===== src/rtl/ctrl_sequencer.sv =====
`timescale 1ns/1ps
// ctrl_sequencer
//   Multi-cycle control sequencer for the 32-bit datapath CPU. Steps through
//   fetch (T0..T2) and an opcode-dependent execute phase (T3..T7). On each
//   step it raises the strobes for the common bus, the register file, the
//   ALU and the RAM. It also adds a RAM wait-state handshake with a timeout,
//   a single-step debug mode, and a trap on illegal opcodes.
//
// Ports
//   clk, Reset       rising-edge clock; asynchronous active-high reset
//   Stop             level; halts at the next instruction boundary
//   step_mode        1: pause before every fetch until step_go
//   step_go          1-cycle pulse; releases one instruction from S_PAUSE
//   ir               instruction register; opcode = ir[IR_W-1 -: 5]
//   CONFFOut         branch-condition flip-flop
//   mem_ready        RAM handshake (see the handshake note below)
//   run, fault       registered status; fault is sticky until Reset
//   Gra..IncPC       register-file / RAM / ALU single-bit strobes
//   bus_sel[7:0]     one-hot bus driver: PC,Zlow,Zhigh,MDR,HI,LO,InPort,C
//   enable[9:0]      register loads: MAR,PC,MDR,IR,Y,Z,HI,LO,OutPort,CON
//   alu_op[4:0]      ALU operation for the step that loads Z
//   state_dbg[3:0]   current FSM state encoding (debug)
//   wait_cnt[7:0]    current RAM stall count (debug)
//
// Handshake: a step that asserts ReadRAM or WriteRAM completes on the rising
// edge where mem_ready=1. While mem_ready=0 the step repeats with the same
// strobes and wait_cnt counts the stalled cycles. On the WAIT_MAX-th stall
// cycle the next edge enters S_FAULT.
module ctrl_sequencer #(
  parameter int IR_W     = 32,
  parameter int WAIT_MAX = 15,
  parameter int TRAP_EN  = 1
) (
  input  logic            clk,
  input  logic            Reset,
  input  logic            Stop,
  input  logic            step_mode,
  input  logic            step_go,
  input  logic [IR_W-1:0] ir,
  input  logic            CONFFOut,
  input  logic            mem_ready,
  output logic            run,
  output logic            fault,
  output logic            Gra,
  output logic            Grb,
  output logic            Grc,
  output logic            Rin,
  output logic            Rout,
  output logic            BAout,
  output logic            ReadRAM,
  output logic            WriteRAM,
  output logic            MD_Read,
  output logic            IncPC,
  output logic [7:0]      bus_sel,
  output logic [9:0]      enable,
  output logic [4:0]      alu_op,
  output logic [3:0]      state_dbg,
  output logic [7:0]      wait_cnt
);

  typedef enum logic [3:0] {
    S_RESET = 4'd0, S_PAUSE = 4'd1,
    S_T0 = 4'd2, S_T1 = 4'd3, S_T2 = 4'd4, S_T3 = 4'd5,
    S_T4 = 4'd6, S_T5 = 4'd7, S_T6 = 4'd8, S_T7 = 4'd9,
    S_HALT = 4'd10, S_FAULT = 4'd11
  } state_t;

  // bus_sel bit positions
  localparam int B_PC = 0, B_ZL = 1, B_ZH = 2, B_MDR = 3, B_HI = 4, B_LO = 5, B_IN = 6, B_C = 7;
  // enable bit positions
  localparam int E_MAR = 0, E_PC = 1, E_MDR = 2, E_IR = 3, E_Y = 4, E_Z = 5,
                 E_HI = 6, E_LO = 7, E_OUT = 8, E_CON = 9;

  localparam logic [4:0] OP_LD = 5'd0, OP_LDI = 5'd1, OP_ST = 5'd2, OP_MUL = 5'd15,
                         OP_DIV = 5'd16, OP_NEG = 5'd17, OP_NOT = 5'd18, OP_BR = 5'd19,
                         OP_JR = 5'd20, OP_JAL = 5'd21, OP_IN = 5'd22, OP_OUT = 5'd23,
                         OP_MFHI = 5'd24, OP_MFLO = 5'd25, OP_NOP = 5'd26, OP_HALT = 5'd27;
  localparam logic [4:0] ALU_ADD = 5'd3;
  localparam logic [7:0] W_LAST  = 8'(WAIT_MAX - 1);

  state_t     state, state_next;
  logic [7:0] w;
  logic [4:0] op;
  logic       illegal, last, halt_step, trap_step, ram_step, is_t;
  logic       unused_ir;

  assign op        = ir[IR_W-1 -: 5];
  assign unused_ir = ^ir[IR_W-6:0];
  assign illegal   = (op >= 5'd28);
  assign is_t      = (state >= S_T0) && (state <= S_T7);
  assign ram_step  = ReadRAM | WriteRAM;
  assign state_dbg = state;
  assign wait_cnt  = w;

  // Moore decode of state + opcode. last marks the final step of an instruction.
  always_comb begin
    Gra = 1'b0; Grb = 1'b0; Grc = 1'b0; Rin = 1'b0; Rout = 1'b0; BAout = 1'b0;
    ReadRAM = 1'b0; WriteRAM = 1'b0; MD_Read = 1'b0; IncPC = 1'b0;
    bus_sel = '0; enable = '0; alu_op = '0;
    last = 1'b0; halt_step = 1'b0; trap_step = 1'b0;
    case (state)
      S_T0: begin bus_sel[B_PC] = 1'b1; enable[E_MAR] = 1'b1; enable[E_Z] = 1'b1; IncPC = 1'b1; end
      S_T1: begin
        bus_sel[B_ZL] = 1'b1; enable[E_PC] = 1'b1; enable[E_MDR] = 1'b1;
        ReadRAM = 1'b1; MD_Read = 1'b1;
      end
      S_T2: begin
        bus_sel[B_MDR] = 1'b1; enable[E_IR] = 1'b1;
        if (op == OP_NOP) last = 1'b1;
        else if (illegal) begin
          if (TRAP_EN != 0) trap_step = 1'b1;
          else last = 1'b1;
        end
      end
      S_T3: case (op) inside
        OP_LD, OP_ST:     begin Grb = 1'b1; BAout = 1'b1; enable[E_Y] = 1'b1; end
        OP_LDI:           begin Grb = 1'b1; Rout = 1'b1; BAout = 1'b1; enable[E_Y] = 1'b1; end
        [5'd3:5'd14]:     begin Grb = 1'b1; Rout = 1'b1; enable[E_Y] = 1'b1; end
        OP_MUL, OP_DIV:   begin Gra = 1'b1; Rout = 1'b1; enable[E_Y] = 1'b1; end
        OP_NEG, OP_NOT:   begin Grb = 1'b1; Rout = 1'b1; enable[E_Z] = 1'b1; alu_op = op; end
        OP_BR:            begin Grb = 1'b1; Rout = 1'b1; enable[E_CON] = 1'b1; end
        OP_JR:            begin Gra = 1'b1; Rout = 1'b1; enable[E_PC] = 1'b1; last = 1'b1; end
        OP_JAL:           begin bus_sel[B_PC] = 1'b1; Grb = 1'b1; Rin = 1'b1; end
        OP_IN:            begin bus_sel[B_IN] = 1'b1; Gra = 1'b1; Rin = 1'b1; last = 1'b1; end
        OP_OUT:           begin Gra = 1'b1; Rout = 1'b1; enable[E_OUT] = 1'b1; last = 1'b1; end
        OP_MFHI:          begin bus_sel[B_HI] = 1'b1; Gra = 1'b1; Rin = 1'b1; last = 1'b1; end
        OP_MFLO:          begin bus_sel[B_LO] = 1'b1; Gra = 1'b1; Rin = 1'b1; last = 1'b1; end
        OP_HALT:          halt_step = 1'b1;
        default:          last = 1'b1;
      endcase
      S_T4: case (op) inside
        [5'd3:5'd11]:     begin Grc = 1'b1; Rout = 1'b1; enable[E_Z] = 1'b1; alu_op = op; end
        OP_MUL, OP_DIV:   begin Grb = 1'b1; Rout = 1'b1; enable[E_Z] = 1'b1; alu_op = op; end
        [5'd12:5'd14]:    begin bus_sel[B_C] = 1'b1; enable[E_Z] = 1'b1; alu_op = op; end
        OP_LD, OP_LDI, OP_ST: begin bus_sel[B_C] = 1'b1; enable[E_Z] = 1'b1; alu_op = ALU_ADD; end
        OP_NEG, OP_NOT:   begin bus_sel[B_ZL] = 1'b1; Gra = 1'b1; Rin = 1'b1; last = 1'b1; end
        OP_BR:            begin bus_sel[B_PC] = 1'b1; enable[E_Y] = 1'b1; end
        OP_JAL:           begin Gra = 1'b1; Rout = 1'b1; enable[E_PC] = 1'b1; last = 1'b1; end
        default:          last = 1'b1;
      endcase
      S_T5: case (op) inside
        OP_LDI, [5'd3:5'd14]: begin bus_sel[B_ZL] = 1'b1; Gra = 1'b1; Rin = 1'b1; last = 1'b1; end
        OP_LD:            begin bus_sel[B_ZL] = 1'b1; enable[E_MAR] = 1'b1; end
        OP_ST:            begin
          bus_sel[B_ZL] = 1'b1; enable[E_MAR] = 1'b1;
          Gra = 1'b1; Rout = 1'b1; enable[E_MDR] = 1'b1;
        end
        OP_MUL, OP_DIV:   begin bus_sel[B_ZL] = 1'b1; enable[E_LO] = 1'b1; end
        OP_BR:            begin bus_sel[B_C] = 1'b1; enable[E_Z] = 1'b1; alu_op = ALU_ADD; end
        default:          last = 1'b1;
      endcase
      S_T6: case (op) inside
        OP_LD:            begin ReadRAM = 1'b1; MD_Read = 1'b1; enable[E_MDR] = 1'b1; end
        OP_ST:            begin WriteRAM = 1'b1; last = 1'b1; end
        OP_MUL, OP_DIV:   begin bus_sel[B_ZH] = 1'b1; enable[E_HI] = 1'b1; last = 1'b1; end
        // Taken branch: PC loads the computed target only when the condition holds.
        OP_BR:            begin bus_sel[B_ZL] = 1'b1; enable[E_PC] = CONFFOut; last = 1'b1; end
        default:          last = 1'b1;
      endcase
      S_T7: begin
        if (op == OP_LD) begin bus_sel[B_MDR] = 1'b1; Gra = 1'b1; Rin = 1'b1; end
        last = 1'b1;
      end
      default: ;
    endcase
  end

  always_comb begin
    state_next = state;
    case (state)
      S_RESET: state_next = step_mode ? S_PAUSE : S_T0;
      S_PAUSE: if (step_go) state_next = S_T0;
      S_HALT, S_FAULT: state_next = state;
      default: begin
        if (ram_step && !mem_ready)
          state_next = (w == W_LAST) ? S_FAULT : state;
        else if (trap_step) state_next = S_FAULT;
        else if (halt_step) state_next = S_HALT;
        else if (last) state_next = Stop ? S_HALT : (step_mode ? S_PAUSE : S_T0);
        else state_next = state_t'(state + 4'd1);
      end
    endcase
  end

  always_ff @(posedge clk or posedge Reset) begin
    if (Reset) begin
      state <= S_RESET;
      w     <= '0;
      run   <= 1'b0;
      fault <= 1'b0;
    end else begin
      state <= state_next;
      w     <= (is_t && ram_step && !mem_ready && state_next != S_FAULT) ? w + 8'd1 : 8'd0;
      run   <= (state_next >= S_T0) && (state_next <= S_T7);
      fault <= fault | (state_next == S_FAULT);
    end
  end

endmodule


===== config.mk =====
export PLATFORM = sky130hd
export DESIGN_NAME = ctrl_sequencer
export DESIGN_NICKNAME = d
export VERILOG_FILES = /design/src/rtl/ctrl_sequencer.sv
export SDC_FILE = /design/constraint.sdc
export NUM_CORES = 1
export LEC_CHECK = 0
export CORE_UTILIZATION = 64
export CTS_CLUSTER_SIZE = 30
export DETAILED_ROUTE_END_ITERATION = 8
export DONT_BUFFER_PORTS = 1
export PLACE_DENSITY = 0.9
export SYNTH_ARGS = -nofsm -noshare
export SYNTH_HDL_FRONTEND = slang
export SYNTH_SLANG_ARGS = --single-unit

===== constraint.sdc =====
create_clock -name clk -period 3.9 [get_ports clk]
set_input_delay 1.17 -clock clk [delete_from_list [all_inputs] [get_ports clk]]
set_output_delay 1.17 -clock clk [all_outputs]
set_load 0.02 [all_outputs]

==> impl_metrics.ini <==
[status]
status = finished clean

[cts]
clockBufferDepth = 2
path_clk_slew_ns = 0.07
cts-buffers-inserted = 3
cts.sinks = 14
cts_resized = 0
postCtsHoldBufs = 0
postCtsSetupRepairBufs = 0
htreeDepth = 1
tritoncts = yes
clockRootBuffer = clkbuf_4
clk_latency_ns = 0.28

[worst_setup_path]
crit_required_ns = 2.73
arrival_ns = 2.39
cp-startpoint = state_dbg[1]
crit_chain = inv_1 -> ha_1 -> nand2_1 -> o32ai_1 -> a21o_1 -> or3_1
critPathMaxStageDelay_ns = 0.61
rr_worst_depth = 9
rrSetupSlack_ns = 0.64
crit_type = flip-flop to primary output
rr_startpoint = state_dbg[1]
endpoint = enable[5]
cp_max_fo = 8
crit_path_start_kind = flip-flop
r2r_end = wait_cnt[7]
slowest_stage = dfrtp_1
crit_path_end_kind = primary output

[cells_and_area]
multiInputGateArea_um2 = 1310
nets = 291
diodes = 0
drive_above_1_share_pct = 7.35
num-fill-cells = 217
design_area_um2 = 1820
regArea_um2 = 350
syn_to_final_growth_pct = 2.54

[sta]
tns_ns = 0
slew-limit-headroom_pct = 49.9
finalCritPeriodShare_pct = 91.3
worst_slack_ns = 0.340
hold_viol_final = 0
holdWs_ns = 0.601
rsz0062_at_grt = no
final_max_slew_viol_count = 0
tightest_slew_ns = 0.747
period_minus_slack_ns = 3.56
max_freq_mhz = 281
finClkSkew_ns = 0.00675
setup_viol = 0

[global_routing]
antenna_found_initial = 0
grt_pass1_wl_mm = 7.53
grt_max_degree = 29
grt_overflow = 0
track_usage_pct = 34.5
grt_pass1_vias = 1713

[die]
ioPinCount = 86
die_w_um = 54.6
start_util_pct = 69.6
dieArea_um2 = 2980
core-area_um2 = 2540
rows = 18
fp.dieH_um = 54.6

[placement]
placed_cell_area_um2 = 1780
port_buffers = 0
post-dp-hpwl_mm = 3.71
place_congestion = 0.993
pre_cts_ws_ns = 0.475

[detailed_routing]
drt-initial-drc-count = 173
wl_per_cell_um = 18.3
vias = 1982
firstDrtPassIters = 7
drcViolationCount = 0
viasPerCell = 7.21
wl_mm = 5.03
ant_nets = 0

[yosys]
ys_seq_area_share_pct = 19.8
synth_flop_cell = dfrtp_1
synth_area_um2 = 1770
netlist_instances = 252
synth_common_cells = 35 x nand2_1, 26 x nor2_1, 15 x a21oi_1
ys_ff_latch = 14
synth-edff-count = 0
synth_top_area_share_pct = 19.8
yosysWarnings = 0
synth.most_common_cell = nand2_1
async_flop_share_pct = 100
synth_top_area_cell = dfrtp_1
synth_cell_types = 58
syn_area_per_cell_um2 = 7.03
syn_nets = 297
yosys-top-cells-area = dfrtp_1 20%, nand2_1 7.4%, nor2_1 5.5%

[hold_path]
min_path_type = flip-flop to flip-flop

[job]
cap_violations = 0

[power_and_ir_drop]
peakVddDrop_mv = 0.270
leakage_nw = 0.768
power_density_nw_per_um2 = 154
[worst min-delay path by stage]
stage	startpoint	endpoint	slack, ns	cells after the start
after global placement	fault	fault	0.58	1
after floorplan	fault	fault	0.57	1
final	fault	fault	0.60	1
after CTS	fault	fault	0.61	1
after detailed placement	fault	fault	0.59	1
after global routing	fault	fault	0.64	1
[power breakdown]
part / leakage (nW) / internal, mW / switching, mW / total (mW)
Sequential: 0.185 / 0.145 / 0 / 0.145
Combinational: 0.562 / 0.0119 / 0.0213 / 0.0332
Clock: 0.0210 / 0.0569 / 0.0443 / 0.101
Total: 0.768 / 0.214 / 0.0656 / 0.279
[cells by family (layout without fill, tap and decap cells)]
kind of cell	after synthesis	in the layout	share of synthesized area (%)
simple gates	122	122	34.5
mux	2	2	1.20
flops	14	14	19.8
fa+ha+maj	6	6	4.24
compound gates	73	73	29.3
buf+inv	26	19	6.57
xor+xnor	9	9	4.45
[through the flow]
stage	power, mW	std cells	util (%)
CTS	0.280	275	71.3
finish	0.279	275	71.3
global route	0.290	275	71.3
floorplan	0.187	252	-
detailed placement	0.180	271	69.9
global placement	0.179	271	69.9
[per-layer routing]
layer | part of all wire, % | vias to the layer above | GRT usage, %
met2 | 44 | 157 | 51.2
li1 | - | 918 | -
met5 | 0 | - | 0
met3 | 15 | 11 | 13.6
met1 | 41 | 896 | 46.2
met4 | 0.87 | 0 | 8.55
[cell type report]
cell class	count	area share [%]
multi-input combinational	212	72.1
sequential	14	19.3
timing repair buffer	7	2.89
tap	30	2.07
clock buffer	4	2.00
inverter	8	1.65
[state kept, by name, indices dropped and copies added, names as in the netlist]
| register | count |
|---|---|
| wait_cnt | 8 |
| state_dbg | 4 |
| fault | 1 |
| run | 1 |
[worst max-delay path, delay by kind of cell, from the launching register on]
family / cells / cell delay, ns
compound gates: 2 / 0.34
fa+ha+maj: 1 / 0.30
buf+inv: 1 / 0.15
flops: 1 / 0.61
simple gates: 2 / 0.70
[cell usage in the layout, fill, tap and decap left out, types with 4 or more instances in the layout]
master	instances
o21a_1	4
xor2_1	4
o21ai_0	11
nand3_1	8
a21oi_1	15
and2_1	8
nand2_1	35
o211ai_1	4
buf_4	7
xnor2_1	5
a21o_1	4
ha_1	6
dfrtp_1	14
nor3_1	13
inv_1	8
o22ai_1	5
nand2b_1	8
nor2_1	26
o32ai_1	4
Power figures use the tool's default switching activity.
